## config.mk

```make
export PLATFORM = sky130hd
export DESIGN_NAME = apb_node_timeout
export DESIGN_NICKNAME = d
export VERILOG_FILES = /design/src/rtl/apb_node_timeout.sv
export SDC_FILE = /design/constraint.sdc
export NUM_CORES = 1
export LEC_CHECK = 0
export BUFFER_PORTS_ARGS = -buffer_cell sky130_fd_sc_hd__buf_2
export CAP_MARGIN = 20
export CELL_PAD_IN_SITES_DETAIL_PLACEMENT = 1
export CELL_PAD_IN_SITES_GLOBAL_PLACEMENT = 2
export CORE_AREA = 3 3 495 497
export CTS_BUF_LIST = sky130_fd_sc_hd__clkbuf_8
export DETAILED_ROUTE_END_ITERATION = 10
export DIE_AREA = 0 0 498 500
export PLACE_DENSITY = 0.39
export SLEW_MARGIN = 5
export SYNTH_ARGS = -nofsm -noshare
export SYNTH_HDL_FRONTEND = slang
export SYNTH_SLANG_ARGS = --single-unit
```

## constraint.sdc

```tcl
create_clock -name clk_i -period 4.3 [get_ports clk_i]
set_clock_uncertainty 0.2 [all_clocks]
set_input_delay 0.43 -clock clk_i [delete_from_list [all_inputs] [get_ports clk_i]]
set_output_delay 0.43 -clock clk_i [all_outputs]
set_load 0.02 [all_outputs]
```

## src/rtl/apb_node_timeout.sv

```systemverilog
// APB 1-to-NB_SLAVE demultiplexer with a runtime address map, a decode-miss
// error response and a per-transfer watchdog that fails hung slaves.
module apb_node_timeout #(
    parameter int unsigned NB_SLAVE       = 11,
    parameter int unsigned APB_ADDR_WIDTH = 32,
    parameter int unsigned APB_DATA_WIDTH = 32,
    parameter int unsigned TIMEOUT_CYCLES = 256
) (
    input  logic                               clk_i,
    input  logic                               rst_i,
    input  logic [APB_ADDR_WIDTH-1:0]          paddr_i,
    input  logic [APB_DATA_WIDTH-1:0]          pwdata_i,
    input  logic                               pwrite_i,
    input  logic                               psel_i,
    input  logic                               penable_i,
    output logic [APB_DATA_WIDTH-1:0]          prdata_o,
    output logic                               pready_o,
    output logic                               pslverr_o,
    input  logic [NB_SLAVE*APB_ADDR_WIDTH-1:0] start_addr_i,
    input  logic [NB_SLAVE*APB_ADDR_WIDTH-1:0] end_addr_i,
    output logic [APB_ADDR_WIDTH-1:0]          paddr_o,
    output logic [APB_DATA_WIDTH-1:0]          pwdata_o,
    output logic                               pwrite_o,
    output logic [NB_SLAVE-1:0]                psel_o,
    output logic                               penable_o,
    input  logic [NB_SLAVE*APB_DATA_WIDTH-1:0] prdata_i,
    input  logic [NB_SLAVE-1:0]                pready_i,
    input  logic [NB_SLAVE-1:0]                pslverr_i,
    output logic                               timeout_o,
    output logic [APB_ADDR_WIDTH-1:0]          err_addr_o
);

    localparam int unsigned AW    = APB_ADDR_WIDTH;
    localparam int unsigned DW    = APB_DATA_WIDTH;
    localparam int unsigned CNT_W = (TIMEOUT_CYCLES == 0) ? 1 : $clog2(TIMEOUT_CYCLES + 1);
    localparam logic [CNT_W-1:0] CNT_LAST =
        CNT_W'((TIMEOUT_CYCLES == 0) ? 0 : TIMEOUT_CYCLES - 1);
    localparam bit WDOG_EN = (TIMEOUT_CYCLES != 0);

    typedef enum logic {IDLE, ACCESS} state_t;

    state_t              state_q, state_d;
    logic [NB_SLAVE-1:0] sel_q, sel_d;
    logic                miss_q, miss_d;
    logic [CNT_W-1:0]    cnt_q, cnt_d;
    logic                timeout_q, timeout_d;
    logic [AW-1:0]       err_addr_q, err_addr_d;

    logic [NB_SLAVE-1:0] hit_1h;
    logic                found;
    logic                miss;
    logic                slv_ready;
    logic                slv_err;
    logic [DW-1:0]       slv_rdata;
    logic                expire;

    assign paddr_o    = paddr_i;
    assign pwdata_o   = pwdata_i;
    assign pwrite_o   = pwrite_i;
    assign timeout_o  = timeout_q;
    assign err_addr_o = err_addr_q;

    // Address decode; the lowest-index matching window wins on overlap.
    always_comb begin
        hit_1h = '0;
        found  = 1'b0;
        for (int unsigned k = 0; k < NB_SLAVE; k++) begin
            if (!found && (paddr_i >= start_addr_i[k*AW +: AW])
                       && (paddr_i <= end_addr_i[k*AW +: AW])) begin
                hit_1h[k] = 1'b1;
                found     = 1'b1;
            end
        end
        miss = !found;
    end

    // Response mux from the slave latched at setup.
    always_comb begin
        slv_ready = |(pready_i & sel_q);
        slv_err   = |(pslverr_i & sel_q);
        slv_rdata = '0;
        for (int unsigned k = 0; k < NB_SLAVE; k++) begin
            if (sel_q[k]) begin
                slv_rdata = slv_rdata | prdata_i[k*DW +: DW];
            end
        end
    end

    // Next-state and master/slave-side outputs.
    always_comb begin
        state_d    = state_q;
        sel_d      = sel_q;
        miss_d     = miss_q;
        cnt_d      = cnt_q;
        timeout_d  = 1'b0;
        err_addr_d = err_addr_q;
        psel_o     = '0;
        penable_o  = 1'b0;
        pready_o   = 1'b0;
        pslverr_o  = 1'b0;
        prdata_o   = '0;
        expire     = 1'b0;

        case (state_q)
            IDLE: begin
                if (psel_i) begin
                    psel_o  = hit_1h;
                    sel_d   = hit_1h;
                    miss_d  = miss;
                    cnt_d   = '0;
                    state_d = ACCESS;
                end
            end
            ACCESS: begin
                penable_o = penable_i;
                if (!psel_i) begin
                    // Master abandoned the transfer: return quietly.
                    state_d = IDLE;
                end else begin
                    if (miss_q) begin
                        pready_o  = 1'b1;
                        pslverr_o = 1'b1;
                    end else begin
                        psel_o = sel_q;
                        expire = WDOG_EN && penable_i && !slv_ready && (cnt_q == CNT_LAST);
                        if (expire) begin
                            pready_o   = 1'b1;
                            pslverr_o  = 1'b1;
                            timeout_d  = 1'b1;
                            err_addr_d = paddr_i;
                        end else if (slv_ready) begin
                            pready_o  = 1'b1;
                            pslverr_o = slv_err;
                            prdata_o  = slv_rdata;
                        end else if (penable_i && (cnt_q != '1)) begin
                            cnt_d = cnt_q + 1'b1;
                        end
                    end
                    if (pready_o && penable_i) begin
                        state_d = IDLE;
                    end
                end
            end
            default: state_d = IDLE;
        endcase

        // Reset silences both sides immediately, even mid-transfer.
        if (rst_i) begin
            psel_o    = '0;
            penable_o = 1'b0;
            pready_o  = 1'b0;
            pslverr_o = 1'b0;
            prdata_o  = '0;
        end
    end

    // State, latched decode, watchdog counter and error reporting registers.
    always_ff @(posedge clk_i or posedge rst_i) begin
        if (rst_i) begin
            state_q    <= IDLE;
            sel_q      <= '0;
            miss_q     <= 1'b0;
            cnt_q      <= '0;
            timeout_q  <= 1'b0;
            err_addr_q <= '0;
        end else begin
            state_q    <= state_d;
            sel_q      <= sel_d;
            miss_q     <= miss_d;
            cnt_q      <= cnt_d;
            timeout_q  <= timeout_d;
            err_addr_q <= err_addr_d;
        end
    end

endmodule

```

After elaboration in Yosys (flattened, before gate mapping). Index checks and enable logic that the tools add are counted.

Register bits after elaboration: 55. Output and inout port bits: 144.

Multiplexer cells: 74. Reduce and logical (&&, ||, !) cells: 42. Order comparisons: 22. Add/subtract/negate cells: 1. Bitwise gates (word level): 14. Equal/unequal tests: 8.

Operators with widths (count): two-way mux 32 bit (17); >= comparator 32 bit (11); <= comparator 32 bit (11); bitwise OR 32 bit (10); two-way mux 9 bit (6); two-way mux 1 bit (44); two-way mux 11 bit (4); logical AND 1 bit (25); bitwise AND 11 bit (2); case mux 11 bit (2 select lines) (1); OR reduction 11 bit (2); case mux 9 bit (2 select lines) (1); zero test 1 bit (12); != test 2 bit (second input constant) (5); adder 9 x 1 -> 9 bit (second input constant) (1); == test 9 x 8 -> 1 bit (second input constant) (1); != test 9 bit (second input constant) (1); AND reduction 6 bit (1); AND reduction 4 bit (1); != test 2 x 1 -> 1 bit (second input constant) (1); inverter 1 bit (2); case mux 1 bit (2 select lines) (1); AND reduction 2 bit (1).

Longest topological paths before layout. Gate-level depths: netlist of run 1.

Word-level depth: 46. Depth in mapped cells: 11. Gate-level depth less buffers: 11.

Worst setup path before layout of run 1. Ideal clock, no wire load.

Path kind: in2out. Start point: input port paddr_i[0]. End point: output port psel_o[6]. Setup slack: -54 ps. Required time: 3670 ps. Stages: 11. Arrival time: 3724 ps. Cell sequence: inv_1 ha_1 nand2b_1 a2111oi_2 a2111oi_0 or4_1 a311o_1 o2bb2ai_2 nor4b_4 nand2b_1 o31ai_1.

Word-level cells in the longest chain between the ends: 30. Elaborated cells on any way between the ends: 43.

Ends and longest elaborated chain: start: declaration (RTL line 11) `input logic [APB_ADDR_WIDTH-1:0] paddr_i,`; >= comparator 32 bit / <= comparator 32 bit (equally long branches) (RTL line 68, 69); logical AND 1 bit (RTL line 69) `&& (paddr_i <= end_addr_i[k*AW +: AW])) begin`; two-way mux 1 bit (RTL line 68) `if (!found && (paddr_i >= start_addr_i[k*AW +: AW])`; zero test 1 bit (RTL line 68); logical AND 1 bit (RTL line 68); logical AND 1 bit (RTL line 69); two-way mux 1 bit (RTL line 68); zero test 1 bit (RTL line 68); (+14 left out); two-way mux 1 bit (RTL line 68); zero test 1 bit (RTL line 68); logical AND 1 bit (RTL line 68); logical AND 1 bit (*) (RTL line 69); two-way mux 1 bit (*) (RTL line 68); two-way mux 11 bit (*) (RTL line 106) `if (psel_i) begin`; case mux 11 bit (2 select lines) (*) (RTL line 104) `case (state_q)`; two-way mux 11 bit (*) (RTL line 148) `if (rst_i) begin`; end: declaration (RTL line 24) `output logic [NB_SLAVE-1:0] psel_o,`.

Every way passes the cells marked *; elsewhere a longest branch is shown, timed or not.

Final worst setup path of run 1.
Start point: input port paddr_i[26]. End point: output port psel_o[10].

Word-level cells in the longest chain between the ends: 46. Elaborated cells on any way between the ends: 67.

Ends and longest elaborated chain (RTL line): >= comparator 32 bit / <= comparator 32 bit (equally long branches) (68, 69); logical AND 1 bit (69); two-way mux 1 bit (68); zero test 1 bit (68); logical AND 1 bit (68); logical AND 1 bit (69); two-way mux 1 bit (68); zero test 1 bit (68); (+30 left out); two-way mux 1 bit (68); zero test 1 bit (68); logical AND 1 bit (68); logical AND 1 bit (*) (69); two-way mux 1 bit (*) (68); two-way mux 11 bit (*) (106); case mux 11 bit (2 select lines) (*) (104); two-way mux 11 bit (*) (148).

Marks and branches as above.

==> out/qor.yml, run 1 <==
synth_largest_type_area_fraction_pct: 39.5
reg_to_reg_slack_setup_ns: 1.01
hp-class: "primary input to async pin"
ir_worst_vdd_mv: 0.116
clkSinkCount: 55
synth_cell_type_count: 66
floorplan.die_area_um2: 249000
grt.total_usage_pct: 17.1
gpl.final_weighted_congestion: 0.858
switching_power_w: 0.00263
placementRows: 180
initial_utilization_pct: 9.31
synth.top_cells.by_count: "710 x inv_1, 707 x ha_1, 217 x a21oi_1, 134 x nand2_1, 131 x nand4_1"
floorplan.die.width_um: 498
io_pins: 1291
violated_checks: "setup timing"
viasPerCell: 3.75
initial_antenna_violation_count: 198
slew_limit_fails: 0
yosys_warnings: 0
power.switching_fraction_pct: 52.3
remaining_drc_errors: 0
detailedRoute.firstIterationViolations: 1390
cts_hold_buffers: 0
worst_r2r_path_depth: 8
critical_path.cell_chain: "buf_2 -> buf_12 -> ha_1 -> nand2_1 -> buf_4 -> o211ai_1 -> o211ai_1 -> a21oi_4 -> o22ai_1 -> buf_4 -> o2bb2ai_2 -> nor4b_4 -> buf_6 -> buf_4 -> and3_4 -> a32o_2 -> buf_6"
post_synth_main_area_contributors: "ha_1 39%, inv_1 12%, dfrtp_1 6.1%"
cpMostUsedCell: "buf_4"
netlist_area_um2: 22400
post_route_cells_drive_above_1_share_pct: 39.4
pwr-share-seq_pct: 11.1
synthesis.nets: 4844
maximum_number_of_pins_on_one_net_before_global_route_repair: 44
tns_ns: -0.106
grt_pass1_wl_mm: 289
critical-path-slowest-cell: "a21oi_4"
fin_worst_hold_slack_ns: 0.0269
synth_sequential_area_ratio_pct: 6.14
critical_path.max_fanout: 5
finalCritPeriodShare_pct: 101
outcome: "complete, but fails checks"
yosysMostFrequentCell: "inv_1"
comb_power_share_pct: 81.5
finalWorstPathRequiredPeriod_ns: 4.34
worst_slack_ns: -0.0367
synthCells: 2990
cp.required_ns: 3.67
grt_setup_unrepaired: "yes"
postSynth.asyncResetShare_pct: 100
worst_setup_path_start_kind: "primary input"
die_height_um: 500
relSlewSlack_pct: 41.8
synth_edf_count: 0
vias: 28800
worst_skew_pair.late_latency_ns: 0.38
routed_wl_mm: 222
synth_area_per_cell_um2: 7.49
path_clk_slew_ns: 0.14
fillerInstances: 29100
clockBufferDepth: 2
max_cap_viols: 0
route.detailed.wl_per_inst_um: 28.9
critical_path_arrival_ns: 3.71
power_density_nw_per_um2: 136
worst_path_dominant_cell_family: "compound AO/OA/AOI/OAI gates"
leading_register_cell_type_out_of_synthesis: "dfrtp_1"
dr_pass1_iterations: 6
drtAntennaViolNets: 0
layout_area_growth_over_synthesis_pct: 65.3
clkPwrFrac_pct: 7.5
finalHoldViolCount: 0
critPathBufInv: 7
coreArea_um2: 241000
internal-power_w: 0.00240
tritoncts: "built"
maxClockFrequency_mhz: 231
path_class: "primary input to output pin"
worst_r2r_endpoint: "cnt_q[7]$_DFFE_PP0P_"
vias_in_the_first_global_route: 30900
port_buffers: 1224
total_leakage_power_nw: 20.2
final_nets: 6327
post-dp-hpwl_mm: 203
ys_seq_elements: 55
setup_viol: 4
cts-buffers-inserted: 5
htreeDepth: 2
worstMarginPinSlew_ns: 0.873
ctsRootBufferMaster: "clkbuf_8"
final_total_power_w: 0.00503
worstReg2RegStart: "sel_q[6]$_DFFE_PP0P_"
yosysTopAreaCell: "ha_1"
category_of_the_worst_setup_path_capture_point: "output pin"
grt-ovfl-total: 0
critPathMaxStageDelay_ns: 0.38
-- worst max path at each step --
stage | start | endpoint | slack [ns] | cells after the start
2_1_floorplan | paddr_i[0] | psel_o[7] | 0.07 | 11
3_3_place_gp | paddr_i[0] | psel_o[9] | -1.22 | 18
3_5_place_dp | paddr_i[0] | psel_o[9] | -1.22 | 18
4_1_cts | paddr_i[0] | psel_o[9] | -0.13 | 19
5_1_grt | paddr_i[0] | psel_o[9] | -0.18 | 18
6_report | paddr_i[26] | psel_o[10] | -0.04 | 17
-- worst register-to-register path, delay by kind of cell, from the launching register on --
family	cells	cell delay (ns)
flops	1	0.44
compound gates	4	1.24
buf+inv	1	0.21
simple gates	3	1.14
-- metal layers --
metal  global-route usage [%]  wire [um]  vias to the layer above
met1                     22.6     101000                    13600
met4                     1.31       3290                       64
met2                     30.0     106000                     1077
li1                         -          -                    13700
met5                        0        418                        -
met3                     2.91      10700                      323
-- what timing repair did --
| action | 4_1_cts | 5_1_grt |
|---|---|---|
| pin swaps | 45 | 31 |
| resized for setup | 168 | 73 |
| hold endpoints to repair | 0 | 0 |
| buffers inserted | 49 | 13 |
| endpoints found under the setup margin | 19 | 11 |
| gates cloned | 1 | 0 |
-- through the flow --
stage	setup WS, ns	utilization [%]	instance area [um^2]	instances
6_report	-0.0367	15.4	37000	7688
5_1_grt	-0.178	15.4	37000	7666
4_1_cts	-0.131	15.2	36500	7648
3_5_place_dp	-1.22	14.6	35100	7595
3_3_place_gp	-1.22	14.6	35100	7595
2_1_floorplan	0.0712	-	22400	2990
-- state kept, by name, indices dropped and copies added, names as in the netlist --
register / count
err_addr_o: 32
sel_q: 11
cnt_q: 9
miss_q: 1
state_q: 1
timeout_o: 1
-- cell families after synthesis --
logic type	count (synthesis)	synth area share, %
adders and majority gates	707	39.5
AOI/OAI and AO/OA	814	25.0
and+or+nand+nor	544	12.5
muxes	34	1.70
buffers and inverters	831	15.0
xor gates and xnor gates	5	0.195
DFF	55	6.14
-- cell usage in the layout, fill, tap and decap left out, types with 29 or more instances in the layout --
| cell type | netlist | final |
|---|---|---|
| a21o_1 | 79 | 78 |
| a21oi_1 | 217 | 199 |
| a221oi_1 | 76 | 76 |
| a222oi_1 | 34 | 34 |
| a22o_1 | 70 | 70 |
| a31oi_1 | 41 | 40 |
| buf_12 | 0 | 78 |
| buf_2 | 0 | 1196 |
| buf_4 | 65 | 286 |
| dfrtp_1 | 55 | 52 |
| diode_2 | 0 | 29 |
| ha_1 | 707 | 671 |
| ha_4 | 0 | 36 |
| inv_1 | 710 | 707 |
| mux2_2 | 32 | 32 |
| nand2_1 | 134 | 133 |
| nand3_1 | 59 | 54 |
| nand4_1 | 131 | 131 |
| nor2_1 | 89 | 86 |
| o211ai_1 | 31 | 31 |
| o21ai_0 | 123 | 114 |
-- layout make-up --
cell class                 instances  area (um^2)  share of cell area (%)
timing repair buffer            1597        10200                    27.5
sequential                        55         1380                    3.73
inverter                         710         2670                    7.22
clock inverter                     3         28.8                  0.0777
tap                             3185         3990                    10.8
antenna                           29         72.6                   0.196
clock buffer                       5         68.8                   0.186
multi-input combinational       2104        18700                    50.4
-- power groups by stage --
stage / Combinational, W / Clock, W / Sequential, W
global placement: 0.00399 / 0 / 0.000569
finish: 0.00410 / 0.000376 / 0.000557
floorplan: 0.00173 / 0 / 0.000553
global route: 0.00457 / 0.000429 / 0.000561
CTS: 0.00417 / 0.000408 / 0.000558
detailed placement: 0.00401 / 0 / 0.000568
Power figures use the tool's default switching activity.
==> run 2, diff against run 1 <==
- HOLD_SLACK_MARGIN: default -> 0.12
==> out/qor.yml, run 2 (same netlist as run 1, synthesis figures left out) <==
vias: 28900  # +0.13%
remaining_drc_errors: 0  # unchanged
detailedRoute.firstIterationViolations: 1437  # +3.4%
htreeDepth: 2  # unchanged
relSlewSlack_pct: 44.1  # +2.3 points
violated_checks: "setup timing"
drtAntennaViolNets: 0  # unchanged
final_total_power_w: 0.00504  # about the same
slew_limit_fails: 0  # unchanged
worstMarginPinSlew_ns: 0.839  # -0.0342 ns
ir_worst_vdd_mv: 0.116  # +0.43%
worst_setup_path_start_kind: "primary input"
path_clk_slew_ns: 0.13  # about the same
ctsRootBufferMaster: "clkbuf_8"
grt.total_usage_pct: 17.1  # about the same
largest_register_ff_count: 32  # unchanged
initial_antenna_violation_count: 198  # unchanged
floorplan.die.width_um: 498  # unchanged
tritoncts: "built"
placementRows: 180  # unchanged
viasPerCell: 3.76  # +0.14%
post_route_cells_drive_above_1_share_pct: 39.4  # about the same
fillerInstances: 29100  # +0.0034%
total_leakage_power_nw: 20.2  # about the same
layout_commonest_cell: "buf_2"
layout_area_growth_over_synthesis_pct: 65.3  # about the same
floorplan.die_area_um2: 249000  # unchanged
grt_setup_unrepaired: "yes"
power.switching_fraction_pct: 52.3  # about the same
port_buffers: 1224  # unchanged
category_of_the_worst_setup_path_capture_point: "output pin"
internal-power_w: 0.00240  # about the same
hp-class: "primary input to flip-flop"
grt-ovfl-total: 0  # unchanged
placement.cell_area_um2: 35100  # unchanged
pre_cts_ws_ns: -1.22  # unchanged
pwr-share-seq_pct: 11.1  # about the same
setup_viol: 3  # -1
maximum_number_of_pins_on_one_net_before_global_route_repair: 44  # unchanged
grt_pass1_wl_mm: 289  # about the same
routed_wl_mm: 222  # about the same
final_cell_area_um2: 37000  # about the same
initial_utilization_pct: 9.31  # unchanged
io_pins: 1291  # unchanged
die_height_um: 500  # unchanged
worst_skew_pair.late_latency_ns: 0.38  # about the same
clkSinkCount: 55  # unchanged
outcome: "complete, but fails checks"
critical_path_arrival_ns: 3.72  # about the same
cts-buffers-inserted: 5  # unchanged
finalCritPeriodShare_pct: 101  # +0.30 points
coreArea_um2: 241000  # unchanged
fin_worst_hold_slack_ns: 0.167  # +0.141 ns
clkPwrFrac_pct: 7.4  # about the same
power_density_nw_per_um2: 136  # about the same
finalWorstPathRequiredPeriod_ns: 4.35  # +0.0130 ns
dr_pass1_iterations: 6  # unchanged
critical_path.max_fanout: 7  # +2
most-common-layout-cells: "1196 x buf_2, 707 x inv_1, 671 x ha_1"
cp.required_ns: 3.67  # about the same
path_class: "primary input to output pin"
vias_in_the_first_global_route: 30900  # +0.068%
final_nets: 6328  # +0.016%
post-dp-hpwl_mm: 203  # unchanged
worst_slack_ns: -0.0497  # -0.0130 ns
maxClockFrequency_mhz: 230  # -0.30%
comb_power_share_pct: 81.5  # about the same
finalHoldViolCount: 0  # unchanged
clockBufferDepth: 2  # unchanged
max_cap_viols: 0  # unchanged
switching_power_w: 0.00264  # +0.11%
route.detailed.wl_per_inst_um: 28.9  # about the same
gpl.final_weighted_congestion: 0.858  # unchanged
run 2: changes by cell type in the layout (fill, tap and decap cells not counted):
cell,previous run,this run
dlygate4sd3_1,0,1
diode_2,29,27
run 2: power groups by stage:
| stage | clock network (W) | logic (W) | registers (W) |
|---|---|---|---|
| 2_1_floorplan | 0 | 0.00173 | 0.000553 |
| 3_3_place_gp | 0 | 0.00399 | 0.000569 |
| 3_5_place_dp | 0 | 0.00401 | 0.000568 |
| 4_1_cts | 0.000408 | 0.00417 | 0.000558 |
| 5_1_grt | 0.000429 | 0.00457 | 0.000561 |
| 6_report | 0.000374 | 0.00411 | 0.000557 |
run 2: final timing paths:
check,startpoint,to,slack [ns],depth (start not counted)
worst max-delay path,paddr_i[15],psel_o[10],-0.05,18
worst min-delay path,penable_i,state_q$_DFF_PP0_,0.17,2
worst max register to register,sel_q[6]$_DFFE_PP0P_,cnt_q[7]$_DFFE_PP0P_,1.04,8
worst min register to register,err_addr_o[29]$_DFFE_PP0P_,err_addr_o[29]$_DFFE_PP0P_,0.32,1
max in group asynchronous,rst_i,timeout_o$_DFF_PP0_,2.22,4
min in group asynchronous,rst_i,sel_q[6]$_DFFE_PP0P_,0.63,3
run 2: cell type report:
class / count / area [um^2] / share of cell area (%)
Clock buffer: 5 / 68.8 / 0.186
Antenna cell: 27 / 67.6 / 0.182
Multi-Input combinational cell: 2104 / 18700 / 50.4
Clock inverter: 3 / 28.8 / 0.0777
Tap cell: 3185 / 3990 / 10.8
Timing Repair Buffer: 1598 / 10200 / 27.5
Inverter: 710 / 2670 / 7.21
Sequential cell: 55 / 1380 / 3.73
run 2: metrics by stage:
stage               utilization (%)  cells  TNS, ns
finish                         15.4   7687  -0.0740
global route                   15.4   7667    -1.01
CTS                            15.2   7649   -0.706
detailed placement             14.6   7595   -15.81
global placement               14.6   7595   -17.19
floorplan                         -   2990        0
run 2: timing repair:
item / 4_1_cts / 5_1_grt
cloned: 1 / 0
endpoints found under the setup margin: 19 / 11
pin swaps: 45 / 31
setup buffers: 49 / 13
gates resized for setup: 168 / 73
hold buffers: 1 / 0
endpoints found under the hold margin: 12 / 0
run 2: critical path: stages:
cell,delay [ns]
buf_4,0.17
buf_12,0.17
buf_4,0.18
ha_1,0.31
buf_4,0.10
nor2_1,0.03
buf_4,0.18
or4_1,0.53
nor3_4,0.18
buf_12,0.15
a311o_1,0.21
o2bb2ai_2,0.15
nor4b_4,0.08
buf_6,0.14
buf_4,0.13
and3_4,0.16
a32o_2,0.23
buf_6,0.13
run 2: metal layers:
layer / global-route usage [%] / up-vias / wire [um]
li1: - / 13800 / -
met3: 2.83 / 329 / 10300
met1: 22.7 / 13700 / 102000
met5: 0 / - / 404
met2: 30.0 / 1072 / 106000
met4: 1.31 / 62 / 3340
==> run 3, diff against run 2 <==
- CTS_BUF_LIST: sky130_fd_sc_hd__clkbuf_8 -> sky130_fd_sc_hd__clkbuf_16
==> out/qor.yml, run 3 (same netlist as run 1, synthesis figures left out) <==
setup_viol: 3  # unchanged
remaining_drc_errors: 0  # unchanged
drtAntennaViolNets: 0  # unchanged
grt.total_usage_pct: 17.1  # about the same
met1_usage_pct: 22.7  # about the same
post_route_cells_drive_above_1_share_pct: 39.4  # unchanged
route.detailed.wl_per_inst_um: 28.9  # about the same
reg_to_reg_slack_setup_ns: 1.05  # about the same
hp-class: "primary input to flip-flop"
port_buffers: 1224  # unchanged
io_pins: 1291  # unchanged
power_density_nw_per_um2: 139  # +2.1%
tns_ns: -0.0841  # -0.0101 ns
grt_pass1_wl_mm: 289  # about the same
met2_track_demand_over_resource_in_global_routing_pct: 30.0  # about the same
post-dp-hpwl_mm: 203  # unchanged
vias_in_the_first_global_route: 30900  # +0.023%
final_nets: 6328  # unchanged
path_clk_slew_ns: 0.09  # -0.04 ns
layout_area_growth_over_synthesis_pct: 65.6
routed_wl_mm: 222  # about the same
cts-buffers-inserted: 5  # unchanged
final_cell_area_um2: 37100  # +0.16%
worst_skew_pair.late_latency_ns: 0.33  # -0.05 ns
groute.layer.met3.usage_pct: 2.83  # about the same
finalHoldViolCount: 0  # unchanged
htreeDepth: 2  # unchanged
placementRows: 180  # unchanged
clockBufferDepth: 2  # unchanged
largest_register_ff_count: 32  # unchanged
placement.cell_area_um2: 35100  # unchanged
grt_setup_unrepaired: "yes"
final_total_power_w: 0.00515  # +2.2%
category_of_the_worst_setup_path_capture_point: "output pin"
finalCritPeriodShare_pct: 101  # about the same
detailedRoute.firstIterationViolations: 1452  # +1.0%
ctsRootBufferMaster: "clkbuf_16"
most-common-layout-cells: "1196 x buf_2, 707 x inv_1, 671 x ha_1"
critical_path_arrival_ns: 3.72  # about the same
initial_antenna_violation_count: 198  # unchanged
place.detailed.instances: 7595  # unchanged
dr_pass1_iterations: 6  # unchanged
maximum_number_of_pins_on_one_net_before_global_route_repair: 44  # unchanged
slew_limit_fails: 0  # unchanged
path_class: "primary input to output pin"
finalWorstPathRequiredPeriod_ns: 4.35  # -0.00125 ns
die_height_um: 500  # unchanged
tritoncts: "built"
layout_commonest_cell: "buf_2"
fin_worst_hold_slack_ns: 0.214  # +0.0467 ns
worstMarginPinSlew_ns: 0.838  # -0.000238 ns
grt-ovfl-total: 0  # unchanged
total_leakage_power_nw: 20.3  # +0.13%
outcome: "complete, but fails checks"
clkSinkCount: 55  # unchanged
initial_utilization_pct: 9.31  # unchanged
fillerInstances: 29100  # -0.017%
layoutNonFillerInstCount: 7688  # +0.013%
viasPerCell: 3.76  # about the same
relSlewSlack_pct: 44.1  # about the same
vias: 28900  # +0.017%
violated_checks: "setup timing"
cp.required_ns: 3.67  # about the same
worst_slack_ns: -0.0485  # +0.00125 ns
critical_path.max_fanout: 5  # -2
floorplan.die_area_um2: 249000  # unchanged
max_cap_viols: 0  # unchanged
worst_setup_path_start_kind: "primary input"
grt.busiest_layer: "met2"
maxClockFrequency_mhz: 230  # about the same
ir_worst_vdd_mv: 0.141  # +21%
floorplan.die.width_um: 498  # unchanged
coreArea_um2: 241000  # unchanged
gpl.final_weighted_congestion: 0.858  # unchanged
## run 3: cell count changes in the layout (fill, tap and decap cells not counted)
cell       delta
diode_2       +1
clkbuf_8      -5
clkbuf_16     +5
## run 3: worst paths after layout
check / startpoint / to / cells after the start
max in group asynchronous: rst_i / sel_q[2]$_DFFE_PP0P_ / 4
max reg2reg: sel_q[6]$_DFFE_PP0P_ / cnt_q[7]$_DFFE_PP0P_ / 8
min in group asynchronous: rst_i / miss_q$_DFFE_PP0P_ / 3
min: penable_i / state_q$_DFF_PP0_ / 2
min reg2reg: err_addr_o[16]$_DFFE_PP0P_ / err_addr_o[16]$_DFFE_PP0P_ / 1
max: paddr_i[26] / psel_o[10] / 17
## run 3: worst max-delay path: stages
cell and delay [ns]:
buf_2 0.11, buf_12 0.14, ha_1 0.28, nand2_1 0.09, buf_4 0.17, o211ai_1 0.33
o211ai_1 0.37, a21oi_4 0.38, o22ai_1 0.14, buf_4 0.17, o2bb2ai_2 0.19, nor4b_4 0.08
buf_6 0.14, buf_4 0.13, and3_4 0.16, a32o_2 0.23, buf_6 0.13
## run 3: power breakdown
part,switching (W),internal [W],total [W]
Combinational,0.00236,0.00174,0.00410
Clock,0.000266,0.000225,0.000491
Sequential,0.0000202,0.000537,0.000557
## run 3: layer usage
layer / up-vias / share of wire, %
met1: 13700 / 46
li1: 13800 / -
met2: 1059 / 48
met5: - / 0.18
met3: 328 / 4.5
met4: 62 / 1.5
## run 3: per-stage QoR
step / utilization, % / worst slack (ns)
3_5_place_dp: 14.6 / -1.22
6_report: 15.4 / -0.0485
2_1_floorplan: - / 0.0712
4_1_cts: 15.2 / -0.131
3_3_place_gp: 14.6 / -1.22
5_1_grt: 15.4 / -0.178
## run 3: final cells by class
class | instances | area (um^2) | share of cell area [%]
clock buffers | 5 | 125 | 0.337
well taps | 3185 | 3990 | 10.7
clock inverters | 3 | 28.8 | 0.0776
repair buffers | 1598 | 10200 | 27.5
multi-input cells | 2104 | 18700 | 50.3
diodes | 28 | 70.1 | 0.189
flip-flops and latches | 55 | 1380 | 3.72
inverters | 710 | 2670 | 7.20
## run 3: what timing repair did
| item | CTS | global route |
|---|---|---|
| buffers inserted | 49 | 13 |
| endpoints found under the setup margin | 19 | 11 |
| hold endpoints to repair | 12 | 0 |
| cloned | 1 | 0 |
| gates resized for setup | 168 | 73 |
| pin swaps | 45 | 31 |
| hold buffers | 1 | 0 |
